## config.mk

```make
export PLATFORM = sky130hd
export DESIGN_NAME = cordic_sequencer_flat
export DESIGN_NICKNAME = d
export VERILOG_FILES = /design/src/rtl/cordic_sequencer_if.sv /design/src/rtl/cordic_sequencer.sv /design/src/flat_wrapper.sv
export SDC_FILE = /design/constraint.sdc
export NUM_CORES = 1
export LEC_CHECK = 0
export CORE_UTILIZATION = 45
export DETAILED_ROUTE_END_ITERATION = 7
export GPL_ROUTABILITY_DRIVEN = 1
export PLACE_DENSITY = 0.84
export REMOVE_ABC_BUFFERS = 1
export SYNTH_ARGS = -nofsm -noshare
export SYNTH_HDL_FRONTEND = slang
export SYNTH_SLANG_ARGS = --single-unit
```

## constraint.sdc

```tcl
create_clock -name clk -period 8 [get_ports clk]
set_clock_uncertainty 0.2 [all_clocks]
set_input_delay 1.2 -clock clk [delete_from_list [all_inputs] [get_ports clk]]
set_output_delay 1.2 -clock clk [all_outputs]
set_load 0.1 [all_outputs]
```

## src/rtl/cordic_sequencer_if.sv

```systemverilog
// rtl/cordic_sequencer_if.sv - host and chain signal bundle for the CORDIC sequencer
//
// Purpose: carries the start/busy/done handshake, operand and result words,
//          and the signals to and from the external two-stage CORDIC chain.
// Modports:
//   slave  - the sequencer: samples start/x_in/y_in/z_in/chain_*_res,
//            drives busy/done/*_out/chain_x/y/z/atan0/atan1/stages
//   master - the host plus chain side: the opposite directions
interface cordic_sequencer_if;
   logic               start;
   logic signed [17:0] x_in;
   logic signed [17:0] y_in;
   logic signed [17:0] z_in;
   logic               busy;
   logic               done;
   logic signed [17:0] x_out;
   logic signed [17:0] y_out;
   logic signed [17:0] z_out;
   logic signed [17:0] chain_x;
   logic signed [17:0] chain_y;
   logic signed [17:0] chain_z;
   logic signed [17:0] chain_atan0;
   logic signed [17:0] chain_atan1;
   logic        [3:0]  chain_stages;
   logic signed [17:0] chain_x_res;
   logic signed [17:0] chain_y_res;
   logic signed [17:0] chain_z_res;

   modport slave (
      input  start, x_in, y_in, z_in,
      input  chain_x_res, chain_y_res, chain_z_res,
      output busy, done, x_out, y_out, z_out,
      output chain_x, chain_y, chain_z, chain_atan0, chain_atan1, chain_stages
   );

   modport master (
      output start, x_in, y_in, z_in,
      output chain_x_res, chain_y_res, chain_z_res,
      input  busy, done, x_out, y_out, z_out,
      input  chain_x, chain_y, chain_z, chain_atan0, chain_atan1, chain_stages
   );
endinterface

```

## src/rtl/cordic_sequencer.sv

```systemverilog
// rtl/cordic_sequencer.sv - iterative rotation-mode controller for a two-stage CORDIC chain
//
// Purpose: holds the x/y/z working registers and cycles them through an
//          external chain that performs two CORDIC rotations per clock. One
//          operation takes NUM_PAIRS clocks; the chain is told which pair of
//          stages to apply and the arctangent constants for that pair.
// Parameters:
//   NUM_PAIRS  - rotation pairs per operation (1..8)
//   PRE_ROTATE - 1 folds angles beyond +/-pi/2 back by pi at load time
// Ports:
//   clk        - system clock
//   rst        - synchronous active-high reset
//   bus.start  - request, accepted only in IDLE or DONE
//   bus.x_in/y_in/z_in   - initial vector and angle (z in Q3.15 radians)
//   bus.busy   - high while iterating
//   bus.done   - result valid, held until the next accepted start
//   bus.x_out/y_out/z_out - working registers (result while done=1)
//   bus.chain_x/y/z      - working registers to the chain
//   bus.chain_stages     - first stage index of the current pair
//   bus.chain_atan0/1    - atan(2^-stages), atan(2^-(stages+1))
//   bus.chain_x/y/z_res  - chain results for the current pair
module cordic_sequencer #(
   parameter int NUM_PAIRS  = 8,
   parameter bit PRE_ROTATE = 1'b1
) (
   input  logic                clk,
   input  logic                rst,
   cordic_sequencer_if.slave   bus
);

   typedef enum logic [1:0] {
      S_IDLE = 2'd0,
      S_RUN  = 2'd1,
      S_DONE = 2'd2
   } state_t;

   localparam logic [2:0]         LAST_STEP = 3'(NUM_PAIRS - 1);
   localparam logic signed [17:0] HALF_PI   = 18'sd51472;
   localparam logic signed [18:0] PI_19     = 19'sd102944;
   localparam logic signed [17:0] MAX_POS   = 18'sd131071;
   localparam logic signed [17:0] MIN_NEG   = -18'sd131072;

   state_t             r_state;
   logic        [2:0]  r_step;
   logic signed [17:0] r_x;
   logic signed [17:0] r_y;
   logic signed [17:0] r_z;
   logic               r_busy;
   logic               r_done;

   // round(atan(2^-i) * 32768), the Q3.15 angle removed by stage i
   function automatic logic signed [17:0] atan_lut(input logic [3:0] i_idx);
      logic signed [17:0] v;
      case (i_idx)
         4'd0:    v = 18'sd25736;
         4'd1:    v = 18'sd15193;
         4'd2:    v = 18'sd8027;
         4'd3:    v = 18'sd4075;
         4'd4:    v = 18'sd2045;
         4'd5:    v = 18'sd1024;
         4'd6:    v = 18'sd512;
         4'd7:    v = 18'sd256;
         4'd8:    v = 18'sd128;
         4'd9:    v = 18'sd64;
         4'd10:   v = 18'sd32;
         4'd11:   v = 18'sd16;
         4'd12:   v = 18'sd8;
         4'd13:   v = 18'sd4;
         4'd14:   v = 18'sd2;
         default: v = 18'sd1;
      endcase
      return v;
   endfunction

   // The most negative value has no positive twin; clamp it instead of wrapping.
   function automatic logic signed [17:0] sat_neg(input logic signed [17:0] i_v);
      return (i_v == MIN_NEG) ? MAX_POS : -i_v;
   endfunction

   // ------------------------------------------------------------------
   // Quadrant pre-rotation at load time. Rotating by pi is a pure sign
   // flip of x and y, so an angle outside +/-pi/2 is brought back into the
   // CORDIC convergence range by negating the vector and moving z by pi.
   // Only one correction is applied; angles beyond +/-pi are not wrapped.
   // ------------------------------------------------------------------
   logic               w_z_above;
   logic               w_z_below;
   logic               w_pre;
   logic signed [18:0] w_z_ext;
   logic signed [18:0] w_z_fixed;
   logic signed [17:0] w_load_x;
   logic signed [17:0] w_load_y;
   logic signed [17:0] w_load_z;

   assign w_z_above = (bus.z_in > HALF_PI);
   assign w_z_below = (bus.z_in < -HALF_PI);
   assign w_pre     = PRE_ROTATE && (w_z_above || w_z_below);
   assign w_z_ext   = {bus.z_in[17], bus.z_in};
   // 19-bit intermediate keeps the sum exact; the result fits 18 bits for |z_in| <= pi
   assign w_z_fixed = w_z_above ? (w_z_ext - PI_19) : (w_z_ext + PI_19);

   assign w_load_x  = w_pre ? sat_neg(bus.x_in) : bus.x_in;
   assign w_load_y  = w_pre ? sat_neg(bus.y_in) : bus.y_in;
   assign w_load_z  = w_pre ? w_z_fixed[17:0]   : bus.z_in;

   // ------------------------------------------------------------------
   // Sequencer: the step counter picks which stage pair the chain applies.
   // ------------------------------------------------------------------
   always_ff @(posedge clk) begin
      if (rst) begin
         r_state <= S_IDLE;
         r_step  <= 3'd0;
         r_x     <= 18'sd0;
         r_y     <= 18'sd0;
         r_z     <= 18'sd0;
         r_busy  <= 1'b0;
         r_done  <= 1'b0;
      end else begin
         case (r_state)
            S_IDLE, S_DONE: begin
               if (bus.start) begin
                  r_x     <= w_load_x;
                  r_y     <= w_load_y;
                  r_z     <= w_load_z;
                  r_step  <= 3'd0;
                  r_state <= S_RUN;
                  r_busy  <= 1'b1;
                  r_done  <= 1'b0;
               end
            end
            S_RUN: begin
               // start is deliberately not looked at here: no queueing, no restart
               r_x <= bus.chain_x_res;
               r_y <= bus.chain_y_res;
               r_z <= bus.chain_z_res;
               if (r_step == LAST_STEP) begin
                  r_state <= S_DONE;
                  r_busy  <= 1'b0;
                  r_done  <= 1'b1;
               end else begin
                  r_step <= r_step + 3'd1;
               end
            end
            default: begin
               r_state <= S_IDLE;
               r_busy  <= 1'b0;
               r_done  <= 1'b0;
            end
         endcase
      end
   end

   // ------------------------------------------------------------------
   // Chain drive. Outside RUN the stage index and constants are forced to
   // zero so the chain sees a quiet, well-defined input.
   // ------------------------------------------------------------------
   logic               w_run;
   logic        [3:0]  w_stage0;
   logic        [3:0]  w_stage1;

   assign w_run    = (r_state == S_RUN);
   assign w_stage0 = {r_step, 1'b0};
   assign w_stage1 = {r_step, 1'b1};

   assign bus.chain_x      = r_x;
   assign bus.chain_y      = r_y;
   assign bus.chain_z      = r_z;
   assign bus.chain_stages = w_run ? w_stage0 : 4'd0;
   assign bus.chain_atan0  = w_run ? atan_lut(w_stage0) : 18'sd0;
   assign bus.chain_atan1  = w_run ? atan_lut(w_stage1) : 18'sd0;

   assign bus.x_out = r_x;
   assign bus.y_out = r_y;
   assign bus.z_out = r_z;
   assign bus.busy  = r_busy;
   assign bus.done  = r_done;

endmodule

```

## src/flat_wrapper.sv

```systemverilog
// flat-port wrapper written by rule: the top's interface ports become plain ports
module cordic_sequencer_flat 
#(
   parameter int NUM_PAIRS  = 8,
   parameter bit PRE_ROTATE = 1'b1
)
  (clk, rst, bus_start, bus_x_in, bus_y_in, bus_z_in, bus_chain_x_res, bus_chain_y_res, bus_chain_z_res, bus_busy, bus_done, bus_x_out, bus_y_out, bus_z_out, bus_chain_x, bus_chain_y, bus_chain_z, bus_chain_atan0, bus_chain_atan1, bus_chain_stages);
  cordic_sequencer_if bus_i ();
  input  logic clk;
  input  logic rst;
  input wire logic [$bits(bus_i.start)-1:0] bus_start;
  input wire logic [$bits(bus_i.x_in)-1:0] bus_x_in;
  input wire logic [$bits(bus_i.y_in)-1:0] bus_y_in;
  input wire logic [$bits(bus_i.z_in)-1:0] bus_z_in;
  input wire logic [$bits(bus_i.chain_x_res)-1:0] bus_chain_x_res;
  input wire logic [$bits(bus_i.chain_y_res)-1:0] bus_chain_y_res;
  input wire logic [$bits(bus_i.chain_z_res)-1:0] bus_chain_z_res;
  output wire logic [$bits(bus_i.busy)-1:0] bus_busy;
  output wire logic [$bits(bus_i.done)-1:0] bus_done;
  output wire logic [$bits(bus_i.x_out)-1:0] bus_x_out;
  output wire logic [$bits(bus_i.y_out)-1:0] bus_y_out;
  output wire logic [$bits(bus_i.z_out)-1:0] bus_z_out;
  output wire logic [$bits(bus_i.chain_x)-1:0] bus_chain_x;
  output wire logic [$bits(bus_i.chain_y)-1:0] bus_chain_y;
  output wire logic [$bits(bus_i.chain_z)-1:0] bus_chain_z;
  output wire logic [$bits(bus_i.chain_atan0)-1:0] bus_chain_atan0;
  output wire logic [$bits(bus_i.chain_atan1)-1:0] bus_chain_atan1;
  output wire logic [$bits(bus_i.chain_stages)-1:0] bus_chain_stages;
  assign bus_i.start = bus_start;
  assign bus_i.x_in = bus_x_in;
  assign bus_i.y_in = bus_y_in;
  assign bus_i.z_in = bus_z_in;
  assign bus_i.chain_x_res = bus_chain_x_res;
  assign bus_i.chain_y_res = bus_chain_y_res;
  assign bus_i.chain_z_res = bus_chain_z_res;
  assign bus_busy = bus_i.busy;
  assign bus_done = bus_i.done;
  assign bus_x_out = bus_i.x_out;
  assign bus_y_out = bus_i.y_out;
  assign bus_z_out = bus_i.z_out;
  assign bus_chain_x = bus_i.chain_x;
  assign bus_chain_y = bus_i.chain_y;
  assign bus_chain_z = bus_i.chain_z;
  assign bus_chain_atan0 = bus_i.chain_atan0;
  assign bus_chain_atan1 = bus_i.chain_atan1;
  assign bus_chain_stages = bus_i.chain_stages;
  cordic_sequencer #(.NUM_PAIRS(NUM_PAIRS), .PRE_ROTATE(PRE_ROTATE)) u_core (.clk(clk), .rst(rst), .bus(bus_i));
endmodule
```

# Word level (Yosys, flattened, before mapping)
# Memory sizes are Yosys's and may differ from the RTL's. A register that Yosys moved wholly into a read port is not among the register bits.
# Index checks and enable logic that the tools add are counted.
classes:
  addsub: 5
  multipliers: 0
  div: 0
  order_cmp: 2
  n_eq_ne: 8
  shifts: 0
  muxes: 31
  bitwise: 0
  reduce_logical: 7
op_table:
  columns: ["cell", "n"]
  rows:
  - ["$mux W18", 11]
  - ["$pmux W18 S2", 3]
  - ["$eq A18 B18 Y1 const B", 2]
  - ["$neg A18 Y18", 2]
  - ["$mux W4", 5]
  - ["$add A18 B18 Y18 const B", 1]
  - ["$gt A18 B17 Y1 const B", 1]
  - ["$lt A18 B17 Y1 const B", 1]
  - ["$sub A18 B18 Y18 const B", 1]
  - ["$mux W3", 2]
  - ["$ne A2 B2 Y1 const B", 3]
  - ["$pmux W3 S2", 1]
  - ["$mux W1", 4]
  - ["$mux W2", 2]
  - ["$pmux W1 S2", 2]
  - ["$pmux W2 S2", 1]
  - ["$reduce_and A2 Y1", 2]
  - ["$add A3 B1 Y3 const B", 1]
  - ["$eq A3 B3 Y1 const B", 1]
  - ["$reduce_and A3 Y1", 1]
  - ["$eq A2 B1 Y1 const B", 1]
  - ["$eq A2 B2 Y1 const B", 1]
  - ["$logic_not A2 Y1", 1]
  - ["$reduce_bool A2 Y1", 1]
  - ["2 further kinds", 2]
totals:
  regBits: 61
  latch_bits: 0
  ramBits: 0
  romBits: 480
  out_inout_bits: 150
  elab_cells: 62
  memories: 2
memory_table:
  columns: ["memory", "depth", "word_bits", "read_ports", "rd_clocked_by_memory_dff", "write_ports", "line", "rtl"]
  rows:
  - ["(no name shown)", 16, 15, 1, 1, 0, "cordic_sequencer.sv:54", "case (i_idx)"]
  - ["(no name shown)", 16, 15, 1, 1, 0, "cordic_sequencer.sv:54", null]

# Depth between registers and ports, before layout
depth:
  word_depth: 6
  depth_mapped: 14
  mapped_depth_nobuf: 14

# Least setup slack after synthesis
# Ideal clock, no wire load.
synth_timing:
  path_kind: "input-to-reg"
  startpoint: "in bus_z_in[10]"
  endpoint: "reg u_core.r_z[17] (netlist: u_core.bus.chain_z[17])"
  t_arrival_ps: 4136
  required_ps: 7714
  path_slack_ps: 3578
  cell_stages: 14
  path_cell_list: "or4_1 -> nor4_1 -> o31ai_1 -> nand2_1 -> or2_2 -> inv_1 -> ha_1 -> nor2b_1 -> o31a_1 -> or3_1 -> a21oi_1 -> o21ai_0 -> mux2_2 -> a211oi_1"
synth_via:
  elab_chain_cells: 5
synth_rtl:
  columns: ["item", "line", "rtl"]
  rows:
  - ["from (decl)", "flat_wrapper.sv:14", "input wire logic [$bits(bus_i.z_in)-1:0] bus_z_in;"]
  - ["$add A18 B18 Y18 (tied with other cells)", "cordic_sequencer.sv:100", "assign w_z_fixed = w_z_above ? (w_z_ext - PI_19) : (w_z_ext + PI_19);"]
  - ["$mux W18 / $logic_or A1 B1 Y1 (equally long branches)", "cordic_sequencer.sv:100, cordic_sequencer.sv:97", null]
  - ["$mux W18 *", "cordic_sequencer.sv:104", "assign w_load_z = w_pre ? w_z_fixed[17:0] : bus.z_in;"]
  - ["$mux W18 *", "cordic_sequencer.sv:121", "if (bus.start) begin"]
  - ["$pmux W18 S2 *", "cordic_sequencer.sv:119", "case (r_state)"]
  - ["to (signal assigned)", "cordic_sequencer.sv:124", "r_z <= w_load_z;"]
  - ["to (signal assigned)", "cordic_sequencer.sv:135", "r_z <= bus.chain_z_res;"]
  - ["to (decl)", "cordic_sequencer.sv:47", "logic signed [17:0] r_z;"]
# Mark *: on every way between the ends. The rest lies on a longest branch, timed or not. The select of a mux whose other input is x is not followed.
# A chain may end at the register's enable or synchronous reset.

# Worst setup path after layout
layout_timing:
  startpoint: "in bus_z_in[5]"
  endpoint: "reg u_core.r_z[17] (netlist: u_core.bus.chain_z[17])"
# The elaborated chain is that of the path after synthesis.

==> metrics.md <==
| Metric | Value |
|---|---|
| Status | finished with violations |
| Failing checks | design-rule violations |
| Port bufs | 252 |
| LEAKAGE | 2.83 nW |
| Dpl hpwl | 12600 microns |
| Layout Nets | 1000 |
| Initial antenna violation count | 0 |
| Internal power | 0.000921 W |
| Initial DRT Pass Iterations | 7 |
| Clk_lat worst skew | 0.34 ns |
| Leading cell type in the layout, fill and taps excluded | clkdlybuf4s50_1 |
| Most frequent cells in the layout | clkdlybuf4s50_1, dfxtp_1, nor2_1, o21ai_0, nand2_1 |
| Initial Utilization | 47.1% |
| Crit path required time | 8.06 ns |
| Logic pwr share | 53.0% |
| CP endpoint kind | flop |
| Cells after synthesis | 703 |
| Site Rows | 39 |
| Die area | 12600 sq um |
| Setup Fix Bufs, Post-CTS | 0 |
| Post-synthesis register bit count | 76 |
| Kind of critical path | in2reg |
| Netlist cell types | 63 |
| Worst Max-Slew Pin Slew | 1.10 ns |
| Clock Path Buffers | 2 |
| CTS buffer count | 9 |
| Clk slew on worst S/H paths | 0.07 ns |
| Reg2reg path depth | 7 |
| Final Cycle Share | 65.1% |
| Clock power frac | 23.2% |
| Register Area | 1520 sq um |
| P&R area growth vs syn | 42.3% |
| DRT antenna net count | 0 |
| Relative slew slack | 26.9% |
| Die W | 112 microns |
| CTS tree | done |
| CORE AREA | 11600 sq um |
| Max cap viols | 0 |
| Peak VDD IR | 0.000195 V |
| HP Class | reg2reg |
| Peak Freq | 0.192 GHz |
| Chip height | 112 microns |
| Final wirelength | 17600 microns |
| RSZ-0062 raised after global routing | false |
| Drt initial violations | 337 |
| Hold depth | 2 |
| First-pass GRT wire length | 27700 microns |
| Part of the power in registers | 23.7% |
| Syn avg cell area | 7.78 sq um |
| Syn Std Cell Area | 5470 sq um |
| Number of synthesized flops with an enable pin | 0 |
| Vias in the first global route | 5205 |
| Post-route DRC | 20 |
| Hold buffers post-CTS | 0 |
| Post-route core utilization | 67.0% |
| Maximum level of the CTS H-tree | 3 |
| Net Sw Power | 0.000972 W |
| CP Launch Type | input port |
| Slew Viols, Final | 0 |
| Routability congestion estimate | 0.883 |
| Ys Warns | 0 |
| Placed Area | 7470 sq um |
| IO Pins | 261 |
| Ant diodes | 0 |
| Clock tree root driver cell | clkbuf_16 |
| Tmin final | 5.20 ns |
| GR Overflow Total | 0 |
| Post-cts sizing count | 0 |
| Post-synth ARST share | 0% |
| Worst Path Arrival | 5.26 ns |
| Multi-input logic area | 3150 sq um |
| Top_reg_cell synth | dfxtp_1 |
| Crit path max fanout | 7 |
| Global Route Usage Sum | 27.7% |
| Clock Sinks | 76 |
| R2R setup slack | 4.58 ns |
| TNS Setup | 0 ns |
| Final Hold Viols | 0 |
| Final setup viols | 0 |
| Vias per cell | 5.66 |
| Total power | 0.00189 W |
| Fill count | 1005 |
| DR WL/cell | 17.4 microns |
| Via count | 5735 |
| Sw frac | 51.4% |
| Pwr/cell area | 243 nW/um^2 |
| Seq/Total Area, Yosys | 27.8% |
| Final instance area | 7780 sq um |
| Layout cells sized above 1 | 4.94% |
| Largest net degree at the start of global routing | 60 |
## worst paths after layout
kind                            endpoint                  start
setup reg to reg  u_core.bus.chain_x[11]      u_core.r_state[0]
hold / removal     u_core.bus.chain_y[0]  u_core.bus.chain_y[0]
hold reg to reg    u_core.bus.chain_y[0]  u_core.bus.chain_y[0]
setup / recovery  u_core.bus.chain_z[17]            bus_z_in[5]
## stage by stage
step                      setup WS (ns)  hold slack, ns  instances
after global routing               2.59           0.294       1014
final                              2.80           0.275       1014
after detailed placement           2.54           0.266        998
after CTS                          2.87           0.276       1014
after floorplan                    1.18           0.320        596
after global placement             2.64           0.255        998
## power by group through the flow
stage / sequential, W / combinational (W) / clock [W]
after floorplan: 0.000933 / 0.000251 / 0
after global routing: 0.000454 / 0.00104 / 0.000459
after CTS: 0.000449 / 0.00100 / 0.000445
after detailed placement: 0.000458 / 0.00100 / 0
final: 0.000449 / 0.00100 / 0.000440
after global placement: 0.000457 / 0.000996 / 0
## cells by family (layout without fill, tap and decap cells)
logic type | after synthesis | in the layout | share of synthesized area (%)
mux | 5 | 5 | 0.938
compound gates | 214 | 214 | 25.1
other cells | 1 | 8 | 0.0686
buf+inv | 128 | 289 | 15.5
fa+ha+maj | 23 | 23 | 5.40
flops | 76 | 76 | 27.8
xor+xnor | 25 | 25 | 4.00
simple gates | 231 | 231 | 21.2
## worst max-delay path: stages
cell,delay [ns]
clkdlybuf4s50_1,0.59
or3_1,0.16
nor4_1,0.05
o31ai_1,0.62
nand2_1,0.14
or2_2,0.39
inv_1,0.23
ha_1,0.32
nor2b_1,0.17
o31a_1,0.29
or3_1,0.34
a21oi_1,0.13
o21ai_0,0.11
mux2_2,0.28
a211oi_1,0.23
## cells in the mapped netlist (4+ instances only)
cell type	instances	area, sq um
and2_1	19	119
o211ai_1	22	165
a211oi_1	22	165
clkbuf_1	24	90.1
buf_4	77	578
nor2b_1	6	37.5
nor3_1	18	90.1
nand2_1	62	233
o22ai_1	19	119
nand4_1	4	25.0
o31ai_1	9	67.6
buf_2	5	25.0
xnor2_1	14	123
ha_1	22	275
mux2i_1	4	40.0
xor2_1	11	96.3
o21ai_0	63	315
inv_1	14	52.6
nor2_1	65	244
nor4_1	12	75.1
a311oi_1	7	61.3
nand3_1	9	45.0
o21a_1	4	30.0
clkbuf_8	5	68.8
dfxtp_1	76	1520
nand3b_1	4	30.0
nand2b_1	8	50.1
a21oi_1	36	180
a31oi_1	5	31.3
## per-layer routing
metal	up-vias	part of all wire, %	wire, microns	global-route usage [%]
li1	2793	-	-	-
met1	2682	43	7650	34.6
met2	229	49	8540	47.5
met3	31	5.8	1020	5.08
met4	0	2.1	378	10.2
met5	-	0	0	0
## layout make-up
class	count	area share, %
clock inverter	7	1.13
clock buffer	9	2.89
multi-input combinational	506	40.4
inverter	14	0.675
sequential	76	19.5
tap	143	2.30
timing repair buffer	259	33.0
No activity file was read; power rests on OpenSTA's default activity.
